[config.mk]
export PLATFORM = sky130hd
export DESIGN_NAME = reservation_station
export DESIGN_NICKNAME = d
export VERILOG_FILES = /design/src/rtl/reservation_station.sv
export SDC_FILE = /design/constraint.sdc
export NUM_CORES = 1
export LEC_CHECK = 0
export BUFFER_PORTS_ARGS = -buffer_cell sky130_fd_sc_hd__buf_2
export CAP_MARGIN = 15
export CORE_MARGIN = 8
export CORE_UTILIZATION = 30
export CTS_BUF_LIST = sky130_fd_sc_hd__clkbuf_16
export DETAILED_ROUTE_END_ITERATION = 12
export SETUP_SLACK_MARGIN = 0.3
export SLEW_MARGIN = 20
export SYNTH_ARGS = -nofsm -noshare
export SYNTH_HDL_FRONTEND = slang
export SYNTH_SLANG_ARGS = --single-unit
[constraint.sdc]
create_clock -name clk -period 8.1 [get_ports clk]
set_input_delay 0 -clock clk [delete_from_list [all_inputs] [get_ports clk]]
set_output_delay 0 -clock clk [all_outputs]
set_load 0.01 [all_outputs]
[src/rtl/reservation_station.sv]
`default_nettype none
// ============================================================================
// reservation_station : Tomasulo reservation station with CDB snoop/bypass,
//                       one issue and one dispatch per cycle.
// Option macro RS_OLDEST_FIRST_EN : dispatch oldest ready entry (age matrix);
//                                   default dispatches lowest-index ready entry.
// Revision : 1.0
// ============================================================================
module reservation_station #(
    parameter int DEPTH  = 3,
    parameter int DATA_W = 32,
    parameter int TAG_W  = 4,
    localparam int CNT_W = $clog2(DEPTH + 1)
) (
    input  logic              clk,
    input  logic              rst_n,
    input  logic              issue_valid,
    input  logic [1:0]        issue_aluop,
    input  logic [DATA_W-1:0] issue_vj,
    input  logic [DATA_W-1:0] issue_vk,
    input  logic [TAG_W-1:0]  issue_qj,
    input  logic [TAG_W-1:0]  issue_qk,
    input  logic [TAG_W-1:0]  issue_tag,
    output logic              full,
    output logic [CNT_W-1:0]  count,
    input  logic              cdb_valid,
    input  logic [TAG_W-1:0]  cdb_tag,
    input  logic [DATA_W-1:0] cdb_data,
    input  logic              exec_ready,
    output logic              exec_valid,
    output logic [1:0]        exec_aluop,
    output logic [DATA_W-1:0] exec_a,
    output logic [DATA_W-1:0] exec_b,
    output logic [TAG_W-1:0]  exec_tag
);

    localparam int IDX_W = $clog2(DEPTH);

    logic [DEPTH-1:0]  busy_q, busy_d;
    logic [1:0]        aluop_q [DEPTH];
    logic [1:0]        aluop_d [DEPTH];
    logic [DATA_W-1:0] vj_q    [DEPTH];
    logic [DATA_W-1:0] vj_d    [DEPTH];
    logic [DATA_W-1:0] vk_q    [DEPTH];
    logic [DATA_W-1:0] vk_d    [DEPTH];
    logic [TAG_W-1:0]  qj_q    [DEPTH];
    logic [TAG_W-1:0]  qj_d    [DEPTH];
    logic [TAG_W-1:0]  qk_q    [DEPTH];
    logic [TAG_W-1:0]  qk_d    [DEPTH];
    logic [TAG_W-1:0]  tag_q   [DEPTH];
    logic [TAG_W-1:0]  tag_d   [DEPTH];

    logic [DEPTH-1:0]  ready;
    logic [IDX_W-1:0]  free_idx;
    logic [IDX_W-1:0]  sel_idx;
    logic              issue_acc;
    logic              disp;
    logic              cdb_hit;

`ifdef RS_OLDEST_FIRST_EN
    // older_q[i][j] set means entry j was already busy when entry i issued
    logic [DEPTH-1:0]  older_q [DEPTH];
    logic [DEPTH-1:0]  older_d [DEPTH];
`endif

    always_comb begin
        ready    = '0;
        count    = '0;
        free_idx = '0;
        sel_idx  = '0;
        for (int i = 0; i < DEPTH; i++) begin
            ready[i] = busy_q[i] && (qj_q[i] == '0) && (qk_q[i] == '0);
            count    = count + CNT_W'(busy_q[i]);
        end
        for (int i = DEPTH - 1; i >= 0; i--) begin
            if (!busy_q[i]) free_idx = IDX_W'(i);
`ifdef RS_OLDEST_FIRST_EN
            if (ready[i] && ((older_q[i] & ready) == '0)) sel_idx = IDX_W'(i);
`else
            if (ready[i]) sel_idx = IDX_W'(i);
`endif
        end
        full       = (count == CNT_W'(DEPTH));
        exec_valid = |ready;
        exec_aluop = exec_valid ? aluop_q[sel_idx] : '0;
        exec_a     = exec_valid ? vj_q[sel_idx]    : '0;
        exec_b     = exec_valid ? vk_q[sel_idx]    : '0;
        exec_tag   = exec_valid ? tag_q[sel_idx]   : '0;
        issue_acc  = issue_valid && !full;
        disp       = exec_valid && exec_ready;
        cdb_hit    = cdb_valid && (cdb_tag != '0);
    end

    always_comb begin
        busy_d  = busy_q;
        aluop_d = aluop_q;
        vj_d    = vj_q;
        vk_d    = vk_q;
        qj_d    = qj_q;
        qk_d    = qk_q;
        tag_d   = tag_q;
`ifdef RS_OLDEST_FIRST_EN
        older_d = older_q;
`endif
        for (int i = 0; i < DEPTH; i++) begin
            if (busy_q[i] && cdb_hit && (qj_q[i] == cdb_tag)) begin
                vj_d[i] = cdb_data;
                qj_d[i] = '0;
            end
            if (busy_q[i] && cdb_hit && (qk_q[i] == cdb_tag)) begin
                vk_d[i] = cdb_data;
                qk_d[i] = '0;
            end
            if (disp && (sel_idx == IDX_W'(i))) begin
                busy_d[i] = 1'b0;
            end
            // The issue slot comes from registered busy, so it never collides with dispatch
            if (issue_acc && (free_idx == IDX_W'(i))) begin
                busy_d[i]  = 1'b1;
                aluop_d[i] = issue_aluop;
                tag_d[i]   = issue_tag;
                if (cdb_hit && (issue_qj == cdb_tag)) begin
                    vj_d[i] = cdb_data;
                    qj_d[i] = '0;
                end else begin
                    vj_d[i] = issue_vj;
                    qj_d[i] = issue_qj;
                end
                if (cdb_hit && (issue_qk == cdb_tag)) begin
                    vk_d[i] = cdb_data;
                    qk_d[i] = '0;
                end else begin
                    vk_d[i] = issue_vk;
                    qk_d[i] = issue_qk;
                end
`ifdef RS_OLDEST_FIRST_EN
                older_d[i] = busy_q;
`endif
            end
        end
`ifdef RS_OLDEST_FIRST_EN
        if (disp) begin
            for (int r = 0; r < DEPTH; r++) begin
                older_d[r][sel_idx] = 1'b0;
            end
        end
`endif
    end

    always_ff @(posedge clk or negedge rst_n) begin
        if (!rst_n) begin
            busy_q <= '0;
            for (int i = 0; i < DEPTH; i++) begin
                aluop_q[i] <= '0;
                vj_q[i]    <= '0;
                vk_q[i]    <= '0;
                qj_q[i]    <= '0;
                qk_q[i]    <= '0;
                tag_q[i]   <= '0;
`ifdef RS_OLDEST_FIRST_EN
                older_q[i] <= '0;
`endif
            end
        end else begin
            busy_q  <= busy_d;
            aluop_q <= aluop_d;
            vj_q    <= vj_d;
            vk_q    <= vk_d;
            qj_q    <= qj_d;
            qk_q    <= qk_d;
            tag_q   <= tag_d;
`ifdef RS_OLDEST_FIRST_EN
            older_q <= older_d;
`endif
        end
    end

endmodule
`default_nettype wire
==> impl_metrics.toml <==
[status]
status = "complete, no violations"

[routing]
vias = 11100
drtIter0Drc = 1147
wire_per_inst_microns = 21.6
first_pass_iters = 5
ant_nets = 0
drt_wl_total_microns = 44400
viasPerCell = 5.41
drc_errors = 0

[sta]
grt_setup_unrepaired = "false"
tns_ns = 0
max-slew-margin-rel_pct = 24.0
tightest_slew_ns = 1.14
finalCritPeriodShare_pct = 50.0
min_period_ns = 4.05
skew_ns = 0.00947
setup_viol = 0
timing.fmax_mhz = 247
maxSlewViolCount = 0
final-hold-violation-count = 0

[synth]
synthCells = 1217
ys_ff_latch = 237
synth_nets = 1337
ys.flop_type = "dfrtp_1"
yosysTopAreaCell = "dfrtp_1"
yosysTopAreaCellShare_pct = 47.7
synth_edf_count = 0
yosys_warnings = 0
ys_types = 50
async_flop_share_pct = 100
synth_area_per_cell_sq_um = 10.2
yosysSeqAreaShare_pct = 47.7
synth_area_sq_mm = 0.0124
synth.area.top_cells = "dfrtp_1, a22oi_1, o221a_2"

[setup_path]
path_class = "register to register"
crit_arrival_ns = 4.54
max_stage_delay_ns = 0.97
critical_path_depth = 7
slowest_stage = "o21ai_4"
required_ns = 8.59
cp_cell_sequence = "inv_1 -> fa_1 -> o211ai_1 -> or3_1 -> o21ai_4 -> a221o_1 -> dlygate4sd3_1"
path_buf_inv = 2
crit_path_end_kind = "register"
cpLargestDelayFamily = "compound AO/OA/AOI/OAI gates"
start_kind = "register"
rr_worst_depth = 7
crit_fanout = 32

[clock_tree]
numCtsBuffers = 29
cts-root-buf = "clkbuf_16"
cts_max_level = 1
clock_latency_ns = 0.56
cts_resized = 0
cts_tree = "yes"
cts.sinks = 237
postCtsSetupBuffers = 0
cts_buffer_depth = 3
path_clk_slew_ns = 0.06

[global_route]
grt_first_pass_wirelength_microns = 68600
grt_max_degree = 100
grtUsageTotal_pct = 17.9
grt_pass1_vias = 11400
antenna_found_initial = 1
globalRouteOverflowTotal = 0

[placement]
io_buffers = 192
finalWeightedCongestion = 0.776
hpwl_microns = 27600

[die]
start_util_pct = 30.4
die_w_microns = 220
ioPinCount = 193
rows = 74
die_height_microns = 220
core_sq_mm = 0.0408
fp.dieArea_sq_mm = 0.0482

[pwr]
leakagePower_nw = 7.57
seq_power_share_pct = 33.7
netSwitchingFraction_pct = 38.1
comb_power_share_pct = 45.5
clock_power_share_pct = 20.8
irDropWorstVdd_v = 0.000163
p_switching_w = 0.00238
power.internal_w = 0.00387
power_density_mw_per_mm2 = 385
power.total_w = 0.00625

[finish]
fillers = 3939
final_nets = 1623
antenna_cells = 0
areaGrowthSynthToFinish_pct = 30.6
final_util_pct = 39.7
final_cell_mix = "dfrtp_1, buf_2, dlygate4sd3_1"
drive_above_1_share_pct = 22.4
final_common_cell = "dfrtp_1"

[min_path]
hp-class = "input port to register"
worstHoldPathCells = 5

[run]
drv_cap = 0
-- tightest hold or removal path: stages --
cell	delay, ns
buf_2	0.11
o21ai_0	0.10
a21oi_1	0.19
nand2_1	0.12
nand2_1	0.04
-- Yosys cell counts, types with 2 or more instances --
cell type and n:
a21o_1 33, a21oi_1 73, a21oi_4 2, a221o_1 32, a22o_1 52, a22oi_1 103, a31oi_4 3, a32o_1 4
and2_1 33, and3_1 2, buf_1 2, buf_2 28, buf_4 4, buf_6 13, clkbuf_1 52, dfrtp_1 237
inv_1 71, mux2i_1 32, nand2_1 88, nand2b_1 66, nand3_1 5, nand4_1 3, nor2_1 86, nor3_1 2
nor4_1 6, nor4_2 2, o21ai_0 10, o21ai_1 27, o21ai_2 2, o221a_2 63, o221ai_1 32, xnor2_1 8
xor2_1 24
-- layout make-up --
cell class,instances,area [sq um],share of cell area [%]
tap,532,666,4.10
inverter,71,267,1.64
sequential,237,5930,36.6
multi-input combinational,809,5790,35.7
timing repair buffer,355,2640,16.3
clock inverter,23,213,1.31
clock buffer,29,726,4.47
-- flip-flops by register name, indices dropped and copies added (netlist names) --
signal,flops
aluop_q,6
busy_q,3
qj_q,12
qk_q,12
tag_q,12
vj_q,96
vk_q,96
-- routing by layer --
layer / vias up / GRT usage [%] / wire length (microns)
li1: 5051 / - / -
met5: - / 0 / 13
met3: 54 / 2.39 / 2770
met1: 5603 / 24.2 / 19500
met4: 2 / 5.18 / 979
met2: 416 / 29.6 / 21100
-- final timing paths --
| path | start | end | slack (ns) |
|---|---|---|---|
| max | busy_q[2] | vk_q[18] | 4.05 |
| min | issue_valid | tag_q[10] | 0.04 |
| max reg2reg | busy_q[2] | vk_q[18] | 4.05 |
| min reg2reg | aluop_q[0] | aluop_q[0] | 0.47 |
| max in group asynchronous | rst_n | vj_q[2] | 6.61 |
| min in group asynchronous | rst_n | vk_q[28] | 0.08 |
-- through the flow --
stage               instances  hold slack, ns  worst slack, ns  instance area [sq um]
detailed placement       1857           0.112             4.46                  13800
global placement         1855           0.110             4.52                  13700
global route             2056          0.0627             3.91                  16200
CTS                      2054          0.0332             4.10                  16200
finish                   2056          0.0447             4.05                  16200
floorplan                1217          -0.296             5.50                  12400
-- cells by family (layout without fill, tap and decap cells) --
family	Yosys count	after routing	share of synthesized area (%)
AOI/OAI and AO/OA	441	441	28.6
and+or+nand+nor	303	303	12.2
DFF	237	237	47.7
buffers and inverters	171	478	6.48
xor gates and xnor gates	32	32	2.26
muxes	32	32	2.58
adders and majority gates	1	1	0.161
-- repair_timing --
action                                  in CTS  in global routing
hold buffers                               145                  0
endpoints found under the hold margin      334                  0
endpoints found under the setup margin       0                  0
-- power by group through the flow --
stage	Combinational, W	Sequential (W)	Clock, W
2_1_floorplan	0.00184	0.00200	0
3_3_place_gp	0.00254	0.00208	0
3_5_place_dp	0.00264	0.00210	0
4_1_cts	0.00284	0.00209	0.00133
5_1_grt	0.00310	0.00216	0.00138
6_report	0.00284	0.00210	0.00130
(Power assumes the default switching activity.)
